**src/rtl/alu_pkg.sv**
```systemverilog
// Shared ALU control codes and the arbiter FSM state type.
package alu_pkg;

    localparam logic [2:0] ALU_AND = 3'b000;
    localparam logic [2:0] ALU_OR  = 3'b001;
    localparam logic [2:0] ALU_ADD = 3'b010;
    localparam logic [2:0] ALU_MUL = 3'b101;
    localparam logic [2:0] ALU_SUB = 3'b110;
    localparam logic [2:0] ALU_SLT = 3'b111;

    typedef enum logic [1:0] {
        IDLE = 2'd0,
        EXEC = 2'd1,
        RESP = 2'd2
    } state_t;

endpackage

```
**src/rtl/alu_rr_pick.sv**
```systemverilog
// Two-input round-robin pick: a lone requester wins outright, a tie goes
// to whichever requester was not granted last.
module alu_rr_pick (
    input  logic req0,
    input  logic req1,
    input  logic last_grant,
    output logic winner,
    output logic valid
);

    always_comb begin
        valid = req0 | req1;
        if (req0 && req1) begin
            winner = ~last_grant;
        end else begin
            winner = req1;
        end
    end

endmodule

```
**src/rtl/alu_share_arbiter.sv**
```systemverilog
// Shares one combinational ALU between a core and a UART debug requester,
// one operation at a time through IDLE -> EXEC -> RESP.
module alu_share_arbiter
    import alu_pkg::*;
#(
    parameter int WIDTH = 32
) (
    input  logic             clk,
    input  logic             rst,
    input  logic             req0,
    input  logic [2:0]       op0,
    input  logic [WIDTH-1:0] a0,
    input  logic [WIDTH-1:0] b0,
    input  logic             req1,
    input  logic [2:0]       op1,
    input  logic [WIDTH-1:0] a1,
    input  logic [WIDTH-1:0] b1,
    output logic             gnt0,
    output logic             gnt1,
    output logic             done0,
    output logic             done1,
    output logic [WIDTH-1:0] rdata,
    output logic             rzero,
    output logic             busy,
    output logic [2:0]       alu_ctrl,
    output logic [WIDTH-1:0] alu_a,
    output logic [WIDTH-1:0] alu_b,
    input  logic [WIDTH-1:0] alu_result,
    input  logic             alu_zero
);

    state_t           state;
    state_t           state_next;
    logic             last_grant;
    logic             owner;
    logic [2:0]       op_q;
    logic [WIDTH-1:0] a_q;
    logic [WIDTH-1:0] b_q;
    logic             pick_winner;
    logic             pick_valid;

    alu_rr_pick u_pick (
        .req0       (req0),
        .req1       (req1),
        .last_grant (last_grant),
        .winner     (pick_winner),
        .valid      (pick_valid)
    );

    always_ff @(posedge clk) begin
        if (rst) begin
            state <= IDLE;
        end else begin
            state <= state_next;
        end
    end

    always_comb begin
        state_next = state;
        case (state)
            IDLE:    if (pick_valid) state_next = EXEC;
            EXEC:    state_next = RESP;
            RESP:    state_next = IDLE;
            default: state_next = IDLE;
        endcase
    end

    // Operation latch, result register and round-robin pointer.
    always_ff @(posedge clk) begin
        if (rst) begin
            last_grant <= 1'b1;
            owner      <= 1'b0;
            op_q       <= ALU_ADD;
            a_q        <= '0;
            b_q        <= '0;
            rdata      <= '0;
            rzero      <= 1'b0;
        end else begin
            case (state)
                IDLE: begin
                    if (pick_valid) begin
                        owner <= pick_winner;
                        op_q  <= pick_winner ? op1 : op0;
                        a_q   <= pick_winner ? a1  : a0;
                        b_q   <= pick_winner ? b1  : b0;
                    end
                end
                EXEC: begin
                    rdata <= alu_result;
                    rzero <= alu_zero;
                end
                RESP:    last_grant <= owner;
                default: ;
            endcase
        end
    end

    always_comb begin
        gnt0     = 1'b0;
        gnt1     = 1'b0;
        done0    = 1'b0;
        done1    = 1'b0;
        busy     = (state != IDLE);
        alu_ctrl = ALU_ADD;
        alu_a    = '0;
        alu_b    = '0;
        case (state)
            EXEC: begin
                gnt0     = ~owner;
                gnt1     = owner;
                alu_ctrl = op_q;
                alu_a    = a_q;
                alu_b    = b_q;
            end
            RESP: begin
                done0 = ~owner;
                done1 = owner;
            end
            default: ;
        endcase
    end

endmodule

```
**config.mk**
```make
export PLATFORM = sky130hd
export DESIGN_NAME = alu_share_arbiter
export DESIGN_NICKNAME = d
export VERILOG_FILES = /design/src/rtl/alu_pkg.sv /design/src/rtl/alu_rr_pick.sv /design/src/rtl/alu_share_arbiter.sv
export SDC_FILE = /design/constraint.sdc
export NUM_CORES = 1
export LEC_CHECK = 0
export BUFFER_PORTS_ARGS = -buffer_cell sky130_fd_sc_hd__buf_2
export CORE_MARGIN = 2
export CORE_UTILIZATION = 45
export CTS_CLUSTER_SIZE = 24
export DETAILED_ROUTE_END_ITERATION = 12
export PLACE_DENSITY = 0.88
export SYNTH_ARGS = -nofsm -noshare
export SYNTH_HDL_FRONTEND = slang
export SYNTH_SLANG_ARGS = --single-unit
```
**constraint.sdc**
```tcl
create_clock -name clk -period 1.65 [get_ports clk]
set_input_delay 0.33 -clock clk [delete_from_list [all_inputs] [get_ports clk]]
set_output_delay 0.33 -clock clk [all_outputs]
set_load 0.02 [all_outputs]
```
== Yosys cells after proc, flatten, opt, wreduce, memory -nomap -nowiden ==
Index checks and enable logic that the tools add are counted.

* Bits in registers: 104
* Latch bits: 0
* Bits in writable memories: 0
* ROM bits: 0
* Input bits: 171
* Output and inout bits: 105
* Word-level logic and storage cells: 31
* Memories: 0

* Add/sub/neg operators: 0
* $mul: 0
* Divide/modulo/power cells: 0
* Magnitude comparators: 0
* Eq/ne operators: 3
* Shift-type cells: 0
* Mux-type cells: 13
* Bitwise operators: 3
* Reductions and logical operators: 4

{| class="wikitable"
|+ Operator list
! operator !! count
|-
| $mux 32 || 4
|-
| $mux 3 || 2
|-
| $mux 1 || 5
|-
| $pmux 2 s2 || 1
|-
| $eq 2x1->1 const B || 1
|-
| $eq 2x2->1 const B || 1
|-
| $logic_not 2->1 || 1
|-
| $mux 2 || 1
|-
| $ne 2x2->1 const B || 1
|-
| $not 1->1 || 2
|-
| $reduce_and 2->1 || 1
|-
| $reduce_bool 2->1 || 1
|-
| $logic_and 1x1->1 || 1
|-
| $or 1x1->1 || 1
|}

== Depth between registers and ports, before layout ==
Gate-level depths: netlist (run 1).

* Depth in word-level cells: 3
* Gate-level depth with buffers: 7
* Gate-level depth less buffers: 4

== Hierarchy ==
A second synthesis (run 1) with hierarchy kept.

* Cells, all modules: 465
* Area total of the unflattened synthesis: 4,568.1 sq um

{| class="wikitable"
|+ Modules (own cells, without submodules)
! module !! times used !! cells an instance !! area each (sq um) !! sequential area each (sq um)
|-
| alu_share_arbiter || 1 || 463 || 4,554.4 || 2,082.0
|-
| alu_rr_pick || 1 || 2 || 13.8 || 0.0
|}

== Worst setup path after synthesis (run 1) ==
No wires, ideal clock.

* Kind: register to output
* Start: reg state[0]
* End: out alu_a[31]
* Data arrival time: 1.123 ns
* Required time: 1.320 ns
* Setup slack: 0.197 ns
* Cell stages (with the launch flop): 5
* Buffers on the path: 2
* Cell sequence: dfxtp_1 nor2b_1 buf_2 clkbuf_1 and2_1

* Longest elaborated chain between the ends: 2

{| class="wikitable"
|+ Ends and longest elaborated chain
! element !! line !! RTL
|-
| start, declared || alu_share_arbiter.sv:32 || <nowiki>state_t state;</nowiki>
|-
| start signal, assigned || alu_share_arbiter.sv:54 || <nowiki>state <= state_next;</nowiki>
|-
| $eq 2x1->1 || alu_share_arbiter.sv:107 || <nowiki>case (state)</nowiki>
|-
| $mux 32 || alu_share_arbiter.sv:107 ||
|-
| end, declared || alu_share_arbiter.sv:26 || <nowiki>output logic [WIDTH-1:0] alu_a,</nowiki>
|}

Every way passes these cells.

== Final worst setup path (run 1) ==
* Start: reg state[0]
* End: out alu_b[6]

* Longest elaborated chain between the ends: 2

{| class="wikitable"
|+ Ends and longest elaborated chain
! element !! line !! RTL
|-
| $eq 2x1->1 || alu_share_arbiter.sv:107 ||
|-
| $mux 32 || alu_share_arbiter.sv:107 ||
|-
| end, declared || alu_share_arbiter.sv:27 || <nowiki>output logic [WIDTH-1:0] alu_b,</nowiki>
|}

Every way passes these cells.

==> results.tsv, run 1 <==
metric	value	unit
routability cong.	0.866	
Synthesized Nets	785	
crit path cell chain	nor2b_4, buf_4, clkbuf_16, and2_1, buf_6	
Top delay family on crit path	buffers and inverters	
Final nets	1046	
Pwr Total	0.00691	W
synthesized cell area	5100	sq um
H-tree levels	3	
share of cells above drive strength 1	0.477	
Slew @ Worst Pin	0.371	ns
CTS tree	built	
Vias	5268	
Die ar.	12200	sq um
Worst-path clk slew	0.08	ns
Final HPWL DP	10.2	mm
Max Freq	568	MHz
leakage power figure	3.49	nW
DR WL met3	1.26	mm
Setup violations, final	67	
Crit. End Element	output pin	
area leader, netlist	dfxtp_1	
clk buf depth	2	
register area share after synthesis	0.408	
WP data arrival	1.43	ns
synth top area cells	dfxtp_1, a311oi_2, nand2_1	
TritonRoute pass-1 iters	4	
initial antenna violation count	0	
total global-route track usage	0.239	
outcome	finished, violations left	
Ports	276	
hold_buf cts	0	
port bufs	275	
Worst path depth	5	
Iter 0 DRT Violations	407	
Slew headroom	0.753	
top cell type's share of synthesized area	0.408	
critical path's slowest cell	dfxtp_2	
max cap viols	0	
Initial Utilization	0.466	
RSZ-0062 raised after global routing	yes	
worst slack, placed	0.124	ns
synth cell count leaders	nand2_1, dfxtp_1, nor2_1, and2_1, a311oi_2	
most frequent cell after synthesis	nand2_1	
Synth Area per Inst	8.30	sq um
wirelength, routed	16.0	mm
post-route ant nets	0	
clock sink total	104	
maximum vdd drop	675	uV
drt drc	0	
Top Metal Used	met4	
HP Class	in -> reg	
Die W	110	microns
# fillers	810	
largest net degree at the start of global routing	63	
reg2reg path depth	6	
main flop type after synthesis	dfxtp_1	
total grt overflow	0	
flop2flop setup slack	0.08	ns
Synth cell types	24	
Critical Path RT	1.32	ns
Worst Hold Path Cells	3	
Cells after Synth	614	
power per cell area	913	nW/um^2
Post-synth EDFFs	0	
fin. max-slew vios	0	
Fin. Hold Viols	0	
Die H	110	microns
Ys Warns	0	
DR WL met2	8.33	mm
WP buf/inv	3	
core area	10900	sq um
Worst Setup Path Type	reg -> out	
setup ws final	-0.111	ns
first-pass GRT wire length	24.2	mm
CTS Buf Count	9	
Post-synth ARST share	0	
Final Cycle Share	1.07	
vias in the first global route	5123	
met1 wire length	6.16	mm
failing checks	setup timing	
ANT cells	0	
Worst-Skew Late Latency	0.34	ns
FF+latch count, synth	104	
drt via density	5.16	
Startpoint Class	register	
FP Rows	38	
Tmin final	1.76	ns
routed len/inst	15.7	microns
Root Buffer	clkbuf_16	
Max FO, Critical Path	10	
Final Skew	0.0102	ns
Area Growth Syn to Fin	48.5	%
CP peak stage delay	0.34	ns
-- metal layers --
layer  track usage  vias to the layer above
met5             0                        -
met4        0.0817                        0
met3        0.0609                       27
met2         0.450                      235
met1         0.257                     2444
li1              -                     2562
-- cell families after synthesis --
group           synth area share
simple gates               0.290
compound gates             0.234
flops                      0.408
buf+inv                   0.0677
-- final cells by class --
type,instances,area (sq um),share of cell area
multi-input cells,452,2760,0.365
clock inverters,7,68.8,0.00909
clock buffers,9,225,0.0298
flip-flops and latches,104,2080,0.275
inverters,2,7.51,0.000992
well taps,140,175,0.0231
repair buffers,306,2240,0.297
-- metrics by stage --
stage               instances  hold WS (ns)  instance area [sq um]   util  TNS (ns)
floorplan                 614         0.459                   5100      -         0
global placement          993         0.439                   6600  0.604         0
detailed placement        993         0.444                   6600  0.604         0
CTS                      1017         0.208                   7400  0.677     -4.70
global route             1020         0.228                   7570  0.692     -9.29
finish                   1020         0.213                   7570  0.692     -5.24
-- layout by cell type, fill, tap and decap left out --
cell | netlist | routed
a211o_1 | 1 | 1
a21bo_2 | 1 | 1
a21boi_4 | 0 | 1
a21oi_1 | 33 | 33
a22oi_1 | 1 | 1
a311oi_1 | 4 | 4
a311oi_2 | 62 | 62
and2_1 | 66 | 40
and2_4 | 0 | 26
and3_1 | 1 | 1
buf_12 | 0 | 8
buf_16 | 0 | 3
buf_2 | 12 | 206
buf_4 | 14 | 25
buf_6 | 8 | 60
bufbuf_16 | 0 | 1
clkbuf_16 | 0 | 12
clkinv_4 | 0 | 2
dfxtp_1 | 104 | 102
dfxtp_2 | 0 | 2
inv_1 | 2 | 2
inv_6 | 0 | 2
inv_8 | 0 | 3
nand2_1 | 200 | 200
nand2b_1 | 3 | 2
nand2b_2 | 0 | 1
nor2_1 | 74 | 73
nor2_2 | 1 | 2
nor2b_4 | 0 | 1
o21a_4 | 0 | 1
o21ai_0 | 1 | 1
o21bai_2 | 1 | 1
-- tightest hold or removal path: stages --
cell and delay, ns:
buf_2 0.09, nand2_1 0.04, a21oi_1 0.05
-- where the power goes --
part	switching, W	leakage (nW)	internal (W)
Clock	0.00106	0.146	0.00108
Combinational	0.00101	2.48	0.000872
Sequential	0.000134	0.860	0.00276
Total	0.00220	3.49	0.00471
-- sequential cells by signal (all words and copies together), names as in the netlist --
signal      cells
a_q            32
b_q            32
rdata          32
op_q            3
state           2
last_grant      1
owner           1
rzero           1
-- worst paths after layout --
check	to	start
worst max register to register	a_q[31]	state[0]
worst min-delay path	rdata[3]	alu_result[3]
worst max-delay path	alu_b[6]	state[0]
worst min register to register	rdata[10]	rdata[10]
-- timing repair --
action | 4_1_cts | 5_1_grt
gates cloned | 3 | 3
gates resized for setup | 131 | 34
setup endpoints to repair | 67 | 98
setup buffers | 5 | 1
hold endpoints to repair | 0 | 0
(Power assumes the default switching activity.)
==> inputs of run 2 (changes only) <==
- SKIP_LAST_GASP: unset -> 1
==> run 2 against run 1 <==
The run still ends with setup timing left; register-to-register slack improved by 0.05 ns; power fell by 0.80%; core utilization shrank 1.5 points; clock-buffer cell count did not move; cell area decreased by 2.1%; combinational power down 3%; sequential power about the same; global-route usage is 0.53 points lower; routed wire length shrank 2.7%; critical endpoint is now alu_b[27].
==> results.tsv, run 2 (synthesis results as in run 1) <==
metric	value	unit	change
outcome	finished, violations left		unchanged
failing checks	setup timing		unchanged
commonest non-fill, non-tap cell in the layout	buf_2		unchanged
Fin. Hold Viols	0		unchanged
Startpoint Class	register		unchanged
Final nets	1046		unchanged
Critical R2R Launch	state[0]		unchanged
largest net degree at the start of global routing	63		unchanged
Ports	276		unchanged
CTS Buf Count	9		unchanged
leakage power figure	3.45	nW	was 3.49 nW
Slew @ Worst Pin	0.374	ns	was 0.371 ns
port bufs	275		unchanged
Die H	110	microns	unchanged
final instance area	7410	sq um	was 7570 sq um
Crit. End Element	output pin		unchanged
setup ws final	-0.132	ns	was -0.111 ns
Final Cycle Share	1.08		was 1.07
Critical Path RT	1.32	ns	about the same
worst slack, placed	0.124	ns	unchanged
Slew headroom	0.751		was 0.753
H-tree levels	3		unchanged
Max Freq	561	MHz	was 568 MHz
fin. max-slew vios	0		unchanged
Final Skew	0.0115	ns	was 0.0102 ns
hold_buf cts	0		unchanged
Max FO, Critical Path	10		unchanged
Top Registers	a_q x32, b_q x32, rdata x32		unchanged
final setup TNS	-5.61	ns	was -5.24 ns
Worst Setup Path Type	reg -> out		unchanged
Die W	110	microns	unchanged
Tmin final	1.78	ns	was 1.76 ns
crit path from	state[1]		was state[0]
first-pass GRT wire length	23.7	mm	was 24.2 mm
total global-route track usage	0.234		was 0.239
Setup violations, final	67		unchanged
FP Rows	38		unchanged
post-route ant nets	0		unchanged
Root Buffer	clkbuf_16		unchanged
share of cells above drive strength 1	0.464		was 0.477
initial antenna violation count	0		unchanged
drt via density	5.12		was 5.16
Initial Utilization	0.466		unchanged
core area	10900	sq um	unchanged
Placed Instance Area	6600	sq um	unchanged
max cap viols	0		unchanged
routability cong.	0.866		unchanged
CTS tree	built		unchanged
clock sink total	104		unchanged
ANT cells	0		unchanged
HP Class	in -> reg		unchanged
TritonRoute pass-1 iters	4		unchanged
RSZ-0062 raised after global routing	yes		unchanged
total grt overflow	0		unchanged
power per cell area	925	nW/um^2	was 913 nW/um^2
Worst-path clk slew	0.08	ns	about the same
Min-Delay Startpoint	alu_result[3]		unchanged
maximum vdd drop	671	uV	was 675 uV
Worst-Skew Late Latency	0.34	ns	about the same
clk buf depth	2		unchanged
Iter 0 DRT Violations	333		was 407
Area Growth Syn to Fin	45.3	%	was 48.5%
drt drc	0		unchanged
vias in the first global route	5090		was 5,123
routed len/inst	15.3	microns	was 15.7 microns
WP data arrival	1.45	ns	was 1.43 ns
Vias	5220		was 5,268
Die ar.	12200	sq um	unchanged
Final HPWL DP	10.2	mm	unchanged
commonest non-fill, non-tap cells in the layout	buf_2, nand2_1, dfxtp_1, nor2_1, a311oi_2		unchanged
wirelength, routed	15.6	mm	was 16.0 mm
## run 2: cell count changes in the layout (fill, tap and decap cells not counted)
cell and change:
buf_4 +35, and2_4 -12, and2_1 +12, buf_6 -35
## run 2: repair_timing
| item | CTS | global route |
|---|---|---|
| gates resized for setup | 103 | 15 |
| endpoints found under the hold margin | 0 | 0 |
| cloned | 3 | 3 |
| endpoints found under the setup margin | 67 | 87 |
| setup buffers | 5 | 1 |
## run 2: power breakdown
group	leakage, nW	internal, W	switching, W
combinational	2.44	0.000836	0.000990
clock	0.146	0.00108	0.00107
sequential	0.860	0.00276	0.000130
total	3.45	0.00467	0.00219
## run 2: path summary, 6_finish.rpt
check             slack, ns   endpoint  depth (start not counted)
setup / recovery      -0.13  alu_b[27]                          5
hold / removal         0.22   rdata[3]                          3
setup reg to reg       0.13     b_q[8]                          6
hold reg to reg        0.45  rdata[10]                          2
## run 2: worst max-delay path: stages (launching register included)
cell,delay [ns]
dfxtp_2,0.36
nor2b_4,0.15
buf_4,0.17
buf_12,0.14
and2_1,0.15
buf_4,0.15
## run 2: metrics by stage
stage                     utilization  hold slack, ns  total power, W  instances
after global routing            0.677           0.227         0.00715       1020
after floorplan                     -           0.459         0.00402        614
after global placement          0.604           0.439         0.00448        993
after detailed placement        0.604           0.444         0.00453        993
after CTS                       0.668           0.208         0.00680       1017
final                           0.677           0.217         0.00686       1020
## run 2: final cells by class
class | instances | area, sq um
Fill cell | 823 | 3530
Multi-Input combinational cell | 452 | 2730
Timing Repair Buffer | 306 | 2110
Sequential cell | 104 | 2080
Clock buffer | 9 | 225
Tap cell | 140 | 175
Clock inverter | 7 | 68.8
Inverter | 2 | 7.51
## run 2: per-layer routing
layer	vias up	global-route usage	part of all wire
met5	-	0	0
met4	0	0.0808	0.022
met3	33	0.0593	0.078
met2	240	0.442	0.51
met1	2383	0.250	0.39
li1	2564	-	-
